`src/rtl/ternary_decompress.sv`:
```
// Streaming expander for packed ternary activations: each byte of an input word
// carries 5 trits, and one byte's trits are emitted per output handshake.
module ternary_decompress #(
  parameter int DATA_WIDTH = 32,
  parameter int TRITS      = 5,
  localparam int BYTES     = DATA_WIDTH / 8,
  localparam int IDX_W     = (BYTES > 1) ? $clog2(BYTES) : 1
) (
  input  logic                  clk_i,
  input  logic                  rst_i,
  input  logic                  clear_i,
  input  logic                  in_valid_i,
  output logic                  in_ready_o,
  input  logic [DATA_WIDTH-1:0] in_data_i,
  input  logic [IDX_W-1:0]      in_nbytes_m1_i,
  output logic                  out_valid_o,
  input  logic                  out_ready_i,
  output logic [2*TRITS-1:0]    out_trits_o,
  output logic                  out_last_o,
  output logic                  out_err_o,
  output logic                  err_sticky_o
);

  localparam int MAX_CODE = (3 ** TRITS) - 1;

  if ((DATA_WIDTH % 8) != 0 || (3 ** TRITS) > 256) begin : g_bad_params
    $error("ternary_decompress: DATA_WIDTH must be a multiple of 8 and 3**TRITS must fit in a byte");
  end

  typedef enum logic {
    EMPTY = 1'b0,
    FULL  = 1'b1
  } state_t;

  state_t                state_q, state_d;
  logic [DATA_WIDTH-1:0] word_q, word_d;
  logic [IDX_W-1:0]      idx_q, idx_d;
  logic [IDX_W-1:0]      last_idx_q, last_idx_d;
  logic                  sticky_q, sticky_d;

  logic                  full_q;
  logic [7:0]            cur_byte;
  logic                  cur_illegal;
  logic                  in_fire;
  logic                  out_fire;

  // Digit k of the base-3 representation is (t_k + 1); map it back to a signed 2-bit code.
  function automatic logic [2*TRITS-1:0] decode_byte(input logic [7:0] b);
    logic [7:0]         v;
    logic [7:0]         d;
    logic [2*TRITS-1:0] t;
    v = b;
    t = '0;
    for (int k = 0; k < TRITS; k++) begin
      d = v % 8'd3;
      v = v / 8'd3;
      case (d)
        8'd0:    t[2*k +: 2] = 2'b11;
        8'd1:    t[2*k +: 2] = 2'b00;
        default: t[2*k +: 2] = 2'b01;
      endcase
    end
    return t;
  endfunction

  assign full_q      = (state_q == FULL);
  assign cur_byte    = word_q[{idx_q, 3'b000} +: 8];
  assign cur_illegal = (int'(cur_byte) > MAX_CODE);

  assign out_valid_o  = full_q;
  assign out_last_o   = full_q & (idx_q == last_idx_q);
  assign out_err_o    = full_q & cur_illegal;
  assign out_trits_o  = (full_q && !cur_illegal) ? decode_byte(cur_byte) : '0;
  assign err_sticky_o = sticky_q;

  // Accepting during the last beat lets the next word start with no bubble.
  assign in_ready_o = !full_q | (out_ready_i & out_last_o);
  assign in_fire    = in_valid_i & in_ready_o;
  assign out_fire   = full_q & out_ready_i;

  always_ff @(posedge clk_i or posedge rst_i) begin
    if (rst_i) begin
      state_q    <= EMPTY;
      word_q     <= '0;
      idx_q      <= '0;
      last_idx_q <= '0;
      sticky_q   <= 1'b0;
    end else begin
      state_q    <= state_d;
      word_q     <= word_d;
      idx_q      <= idx_d;
      last_idx_q <= last_idx_d;
      sticky_q   <= sticky_d;
    end
  end

  // Flush outranks both handshakes; a new word outranks retiring the old one.
  always_comb begin
    state_d    = state_q;
    word_d     = word_q;
    idx_d      = idx_q;
    last_idx_d = last_idx_q;
    sticky_d   = sticky_q;

    if (clear_i) begin
      state_d  = EMPTY;
      idx_d    = '0;
      sticky_d = 1'b0;
    end else begin
      if (out_fire && out_err_o) begin
        sticky_d = 1'b1;
      end
      if (in_fire) begin
        state_d    = FULL;
        word_d     = in_data_i;
        last_idx_d = in_nbytes_m1_i;
        idx_d      = '0;
      end else if (out_fire) begin
        if (out_last_o) begin
          state_d = EMPTY;
          idx_d   = '0;
        end else begin
          idx_d = idx_q + 1'b1;
        end
      end
    end
  end

endmodule

```
`config.mk`:
```
export PLATFORM = sky130hd
export DESIGN_NAME = ternary_decompress
export DESIGN_NICKNAME = d
export VERILOG_FILES = /design/src/rtl/ternary_decompress.sv
export SDC_FILE = /design/constraint.sdc
export NUM_CORES = 1
export LEC_CHECK = 0
export ABC_AREA = 0
export ABC_CLOCK_PERIOD_IN_PS = 18900
export BUFFER_PORTS_ARGS = -buffer_cell sky130_fd_sc_hd__buf_2
export CAP_MARGIN = 10
export CORE_UTILIZATION = 30
export CTS_BUF_LIST = sky130_fd_sc_hd__clkbuf_8 sky130_fd_sc_hd__clkbuf_16
export DETAILED_ROUTE_END_ITERATION = 6
export PLACE_DENSITY = 0.47
export SETUP_SLACK_MARGIN = 0.5
export SKIP_LAST_GASP = 1
export SLEW_MARGIN = 20
export SYNTH_ARGS = -nofsm -noshare
export SYNTH_HDL_FRONTEND = slang
export SYNTH_SLANG_ARGS = --single-unit
```
`constraint.sdc`:
```
create_clock -name clk_i -period 18.9 [get_ports clk_i]
set_input_delay 1.89 -clock clk_i [delete_from_list [all_inputs] [get_ports clk_i]]
set_output_delay 1.89 -clock clk_i [all_outputs]
set_load 0.03 [all_outputs]
```
Word-level counts from Yosys, hierarchy flattened:

Index checks and enable logic that the tools add are counted.

* bits in latches: 0
* register bits after elaboration: 38
* bits in writable memories: 0
* input bits: 39
* ROM bits: 0
* output and inout bits: 15
* word-level logic and storage cells: 60
* memories: 0

* $add $sub $neg: 1
* eq/ne operators: 6
* multiplexer cells: 16
* divide/modulo/power cells: 9
* multipliers: 0
* shift operators: 1
* bitwise logic cells: 7
* reductions and logical operators: 14
* magnitude comparators: 1

Operator list (count)
* == test 8 x 1 -> 1 bit (second input constant): 5
* zero test 8 bit: 5
* modulo 8 x 2 -> 8 bit (second input constant): 5
* divider 8 x 2 -> 8 bit (second input constant): 4
* variable part select 32 x 6 -> 8 bit: 1
* case mux 2 bit (2 select lines): 5
* two-way mux 10 bit: 1
* > comparator 8 bit (second input constant): 1
* two-way mux 2 bit: 4
* two-way mux 1 bit: 6
* nonzero test 3 bit: 2
* bitwise AND 1 bit: 5
* AND reduction 2 bit: 2
* adder 2 x 1 -> 2 bit (second input constant): 1
* == test 2 bit: 1
* logical AND 1 bit: 2
* zero test 1 bit: 2
* nonzero test 2 bit: 1
* inverter 1 bit: 1
* bitwise OR 1 bit: 1

Depth between registers and ports, before layout:

* depth after elaboration: 9
* gate-level depth with buffers: 64

Worst setup path after synthesis:

No wires, ideal clock.

* kind: reg-to-output
* from: register idx_q[1]
* to: output port out_trits_o[9]
* cell stages (with the launch flop): 63
* setup slack: 3692 ps
* arrival: 13318 ps
* required time: 17010 ps
* path through: dfrtp_1 buf_6 mux4_2 buf_2 buf_2 buf_2 buf_2 nand2_1 nand2_1 ha_1 inv_1 a211o_1 o21ai_1 a22oi_1 a22oi_1 nor2_1 xnor2_1 ha_1 [27 not listed] inv_1 nand2_1 nand2_1 ha_1 nor3_1 nand4b_1 a221oi_1 inv_1 ha_1 nor2_1 o21a_1 nand2_2 nor2_1 inv_1 ha_1 nor4_4 nor2_1 nor4_1

* word-level cells in the longest chain between the ends: 9
* elaborated cells between the ends (all ways): 13

RTL lines
* start: declaration: RTL line 37 `logic [IDX_W-1:0] idx_q, idx_d;`
* start signal: assignment: RTL line 91 `idx_q <= idx_d;`
* variable part select 32 x 6 -> 8 bit (*): RTL line 67 `assign cur_byte = word_q[{idx_q, 3'b000} +: 8];`
* divider 8 x 2 -> 8 bit (4 in a row): RTL line 56 `v = v / 8'd3;`
* modulo 8 x 2 -> 8 bit: RTL line 55 `d = v % 8'd3;`
* == test 8 x 1 -> 1 bit or zero test 8 bit (tied branches): RTL line 57 `case (d)`
* case mux 2 bit (2 select lines): RTL line 57
* two-way mux 10 bit (*): RTL line 73 `assign out_trits_o = (full_q && !cur_illegal) ? decode_byte(cur_byte) : '0;`
* end: declaration: RTL line 18 `output logic [2*TRITS-1:0] out_trits_o,`

Mark *: on every way between the ends. The rest lies on a longest branch, timed or not.

Worst setup path in the final report:

Same ends and word-level chain as after synthesis.

==> impl_results.html <==
<table>
<tr><th>Metric</th><th>Value</th></tr>
<tr><th colspan="2">Min path</th></tr>
<tr><td>Min-delay worst type</td><td>flip-flop to flip-flop</td></tr>
<tr><td>Count of cells along the worst hold path</td><td>1</td></tr>
<tr><th colspan="2">Global routing</th></tr>
<tr><td>Antenna violations before repair</td><td>0</td></tr>
<tr><td>Global-route wire length before repair</td><td>approximately 23,000 um</td></tr>
<tr><td>Vias in the first global route</td><td>around 4,600</td></tr>
<tr><td>GRT Total Usage</td><td>15.9%</td></tr>
<tr><td>Pin count of the biggest net entering global routing</td><td>39</td></tr>
<tr><td>GRT overflow</td><td>0</td></tr>
<tr><th colspan="2">Job</th></tr>
<tr><td>Number of maximum-capacitance constraint violations</td><td>0</td></tr>
<tr><th colspan="2">Worst setup path</th></tr>
<tr><td>Slowest stage cell, crit path</td><td>mux4_2</td></tr>
<tr><td>Worst EP arrival</td><td>14.90 ns</td></tr>
<tr><td>Launching element type of the critical path</td><td>flip-flop</td></tr>
<tr><td>Max stage delay on crit path</td><td>0.87 ns</td></tr>
<tr><td>Required @ worst endpoint</td><td>17.01 ns</td></tr>
<tr><td>Library cell appearing most often on the critical path</td><td>ha_1</td></tr>
<tr><td>CP Max Fanout</td><td>33</td></tr>
<tr><td>Depth of the worst register-to-register path</td><td>6</td></tr>
<tr><td>Endpoint class of the critical path</td><td>primary output</td></tr>
<tr><td>Kind of critical path</td><td>flip-flop to primary output</td></tr>
<tr><th colspan="2">Routing</th></tr>
<tr><td>Number of nets still failing antenna checks after routing</td><td>0</td></tr>
<tr><td>DRC violation count after routing</td><td>0</td></tr>
<tr><td>Final Routed Wirelength</td><td>13,900 um</td></tr>
<tr><td>Number of DRC markers after the initial detailed-route iteration</td><td>333</td></tr>
<tr><td>Wire per inst</td><td>16.1 um</td></tr>
<tr><td>Total iterations of the first detailed-routing run</td><td>5</td></tr>
<tr><td>Routed via count divided by cell count</td><td>5.62</td></tr>
<tr><td>Via Count</td><td>4,857</td></tr>
<tr><th colspan="2">Placement</th></tr>
<tr><td>Total of buffers placed on input and output ports</td><td>53</td></tr>
<tr><td>DP Wirelength</td><td>10,700 um</td></tr>
<tr><td>Placer congestion estimate</td><td>0.889</td></tr>
<tr><td>Number of placed instances, taps included</td><td>between 800 and 900</td></tr>
<tr><th colspan="2">Clock network</th></tr>
<tr><td>CTS HTree Levels</td><td>2</td></tr>
<tr><td>Clock buffer depth</td><td>2</td></tr>
<tr><td>Clock tree from TritonCTS</td><td>yes</td></tr>
<tr><td>Post-CTS setup buffers</td><td>0</td></tr>
<tr><td>Master cell of the clock root buffer</td><td>clkbuf_16</td></tr>
<tr><td>TritonCTS buffer count</td><td>5</td></tr>
<tr><td>Cts repair resizes</td><td>0</td></tr>
<tr><td>Number of clock sinks seen by CTS</td><td>38</td></tr>
<tr><td>Count of hold buffers inserted by post-cts repair</td><td>0</td></tr>
<tr><td>Clock Pin Slew Worst Setup and Hold Paths</td><td>0.06 ns</td></tr>
<tr><td>Skew-Pair Late Insertion Delay</td><td>0.28 ns</td></tr>
<tr><th colspan="2">STA</th></tr>
<tr><td>Slew at the pin closest to its max-slew limit</td><td>0.886 ns</td></tr>
<tr><td>Accumulated negative setup slack</td><td>0 ns</td></tr>
<tr><td>Setup repair after global routing missed its margin</td><td>no</td></tr>
<tr><td>Final period util</td><td>about nine tenths</td></tr>
<tr><td>Max-slew violation total from the final report</td><td>0</td></tr>
<tr><td>Final setup fails</td><td>0</td></tr>
<tr><td>Worst hold-check slack</td><td>0.501 ns</td></tr>
<tr><td>Final Hold Fails</td><td>0</td></tr>
<tr><td>Maximum clock frequency</td><td>between 50 and 60 MHz</td></tr>
<tr><td>Max transition margin</td><td>40.6%</td></tr>
<tr><td>Final min period</td><td>16.79 ns</td></tr>
<tr><td>Layout Skew</td><td>0.00410 ns</td></tr>
<tr><th colspan="2">Die</th></tr>
<tr><td>IO Count</td><td>54</td></tr>
<tr><td>Core box area</td><td>16,500 um2</td></tr>
<tr><td>Die outline width</td><td>132 um</td></tr>
<tr><td>Die outline area</td><td>between 15,000 and 20,000 um2</td></tr>
<tr><td>Die Y-Extent</td><td>132 um</td></tr>
<tr><td>Initial core utilization</td><td>between 30% and 40%</td></tr>
<tr><td>Row cnt</td><td>47</td></tr>
<tr><th colspan="2">Cells and area</th></tr>
<tr><td>Number of antenna repair diodes</td><td>0</td></tr>
<tr><td>Fraction of final layout cells with drive strength greater than 1</td><td>21.3%</td></tr>
<tr><td>Area occupied by registers</td><td>951 um2</td></tr>
<tr><td>Area overhead of the layout relative to synthesis</td><td>10.2%</td></tr>
<tr><td>Number of inserted filler cells in the final layout</td><td>1,719</td></tr>
<tr><td>Non-filler cells in the finished layout</td><td>864</td></tr>
<tr><td>Area used by multi-input combinational logic</td><td>between 3000 and 4000 um2</td></tr>
<tr><td>Number of nets at the end of the flow</td><td>704</td></tr>
<tr><th colspan="2">Synthesis</th></tr>
<tr><td>Unique cell type count in the Yosys netlist</td><td>89</td></tr>
<tr><td>Avg Synthesized Cell Area</td><td>about 8.2 um2</td></tr>
<tr><td>Post-synthesis cell area</td><td>5060 um2</td></tr>
<tr><td>Biggest area contributors in the synthesized netlist</td><td>dfrtp_1 (19%), mux2_2 (8.0%), ha_1 (5.4%), nor2_1 (3.9%), mux4_2 (3.6%)</td></tr>
<tr><td>Most instantiated flip-flop cell in the synthesis netlist</td><td>dfrtp_1</td></tr>
<tr><td>Number of warnings reported in the yosys synthesis log</td><td>0</td></tr>
<tr><td>Mapped Cells</td><td>620</td></tr>
<tr><td>EDFF count, synth</td><td>0</td></tr>
<tr><td>Biggest area consumer among synthesized cells</td><td>dfrtp_1</td></tr>
<tr><td>Fraction of synthesis flops using an asynchronous set or reset pin</td><td>100%</td></tr>
<tr><td>Share of Yosys cell area claimed by the top area cell type</td><td>a little under a fifth</td></tr>
<tr><td>Proportion of synthesized chip area in sequential cells</td><td>18.8%</td></tr>
<tr><td>Synthesis-stage register bit count</td><td>38</td></tr>
<tr><td>Number of nets in the synthesized netlist</td><td>a little under 700</td></tr>
<tr><th colspan="2">Run status</th></tr>
<tr><td>Outcome</td><td>finished clean</td></tr>
</table>
## final timing paths
| check | startpoint | end | slack, ns |
|---|---|---|---|
| min in group asynchronous | rst_i | word_q[24]$_DFFE_PP0P_ | 1.71 |
| max | idx_q[1]$_DFFE_PP0P_ | out_trits_o[9] | 2.11 |
| min reg2reg | word_q[7]$_DFFE_PP0P_ | word_q[7]$_DFFE_PP0P_ | 0.50 |
| max in group asynchronous | rst_i | word_q[26]$_DFFE_PP0P_ | 16.84 |
| min | word_q[7]$_DFFE_PP0P_ | word_q[7]$_DFFE_PP0P_ | 0.50 |
| max reg2reg | idx_q[1]$_DFFE_PP0P_ | err_sticky_o$_DFFE_PP0P_ | 16.04 |
## state kept, by name (all words and copies together) (netlist names)
name          count
word_q           32
idx_q             2
last_idx_q        2
err_sticky_o      1
out_valid_o       1
## metal layers
metal | vias to the layer above | track usage (%) | routed length, um
li1 | 2377 | - | -
met1 | 2316 | 21.6 | 6620
met2 | 143 | 26.5 | 6320
met3 | 21 | 1.77 | 655
met4 | 0 | 4.72 | 282
met5 | - | 0 | 0
## worst max-delay path, delay by kind of cell, from the launching register on
kind / cells / cell delay (ns)
XOR/XNOR: 3 / 0.74
adder cells (fa/ha/maj): 9 / 2.91
AND/OR/NAND/NOR: 26 / 6.59
AO/OA/AOI/OAI: 8 / 1.95
buffers and inverters: 5 / 0.83
flip-flops: 1 / 0.70
multiplexers: 1 / 0.87
## layout make-up
class | instances | share of cell area (%)
Clock buffer | 6 | 2.49
Multi-Input combinational cell | 512 | 68.2
Inverter | 31 | 2.09
Sequential cell | 38 | 17.1
Tap cell | 220 | 4.94
Clock inverter | 2 | 0.157
Timing Repair Buffer | 55 | 5.03
## per-stage QoR
step | util, % | setup WS, ns | instance area, um2
floorplan | - | 3.69 | 5060
global placement | 32.8 | 3.13 | 5430
detailed placement | 32.8 | 2.57 | 5430
CTS | 33.7 | 2.21 | 5580
global route | 33.7 | 0.758 | 5580
finish | 33.7 | 2.11 | 5580
## logic make-up after synthesis
| kind of cell | synth area share (%) |
|---|---|
| AND/OR/NAND/NOR | 23.9 |
| AO/OA/AOI/OAI | 28.2 |
| flip-flops | 18.8 |
| multiplexers | 12.8 |
| buffers and inverters | 6.06 |
| XOR/XNOR | 4.67 |
| adder cells (fa/ha/maj) | 5.64 |
## cells in the final DEF, fill, tap and decap left out, drive strengths merged, types with 7 or more instances in the layout
cell type | netlist | final
inv | 31 | 32
o22ai | 7 | 7
mux4 | 8 | 8
and2 | 10 | 10
xor2 | 8 | 8
ha | 22 | 22
a21oi | 31 | 31
a31oi | 9 | 9
o211ai | 12 | 12
nand3 | 11 | 11
or2 | 7 | 7
a21o | 8 | 8
o21ai | 35 | 35
xnor2 | 19 | 19
nor2 | 53 | 53
a211o | 7 | 7
buf | 20 | 55
nand2b | 13 | 13
nor2b | 15 | 15
a211oi | 13 | 13
dfrtp | 38 | 38
mux2 | 36 | 36
nand2 | 44 | 44
nor3 | 15 | 15
## Yosys cell counts, types with 6 or more instances
master	count
o21ai_1	7
nor3_1	14
nand2_1	43
nor2b_1	14
mux4_2	8
nand2b_1	13
o21ai_0	28
o21a_1	6
buf_2	11
a31oi_1	8
clkbuf_1	19
xnor2_1	19
a21o_1	8
inv_1	31
mux2i_1	6
ha_1	22
nand3_1	11
a211o_1	7
xor2_1	8
dfrtp_1	38
and2_1	8
mux2_2	36
o22ai_1	7
a21oi_1	30
nand4_1	6
o211ai_1	9
nor3b_1	6
a211oi_1	11
nor2_1	52
Power is left out: the tool's default activity adds up to more than one toggle a clock period on the data nets, which glitch-free logic cannot reach.
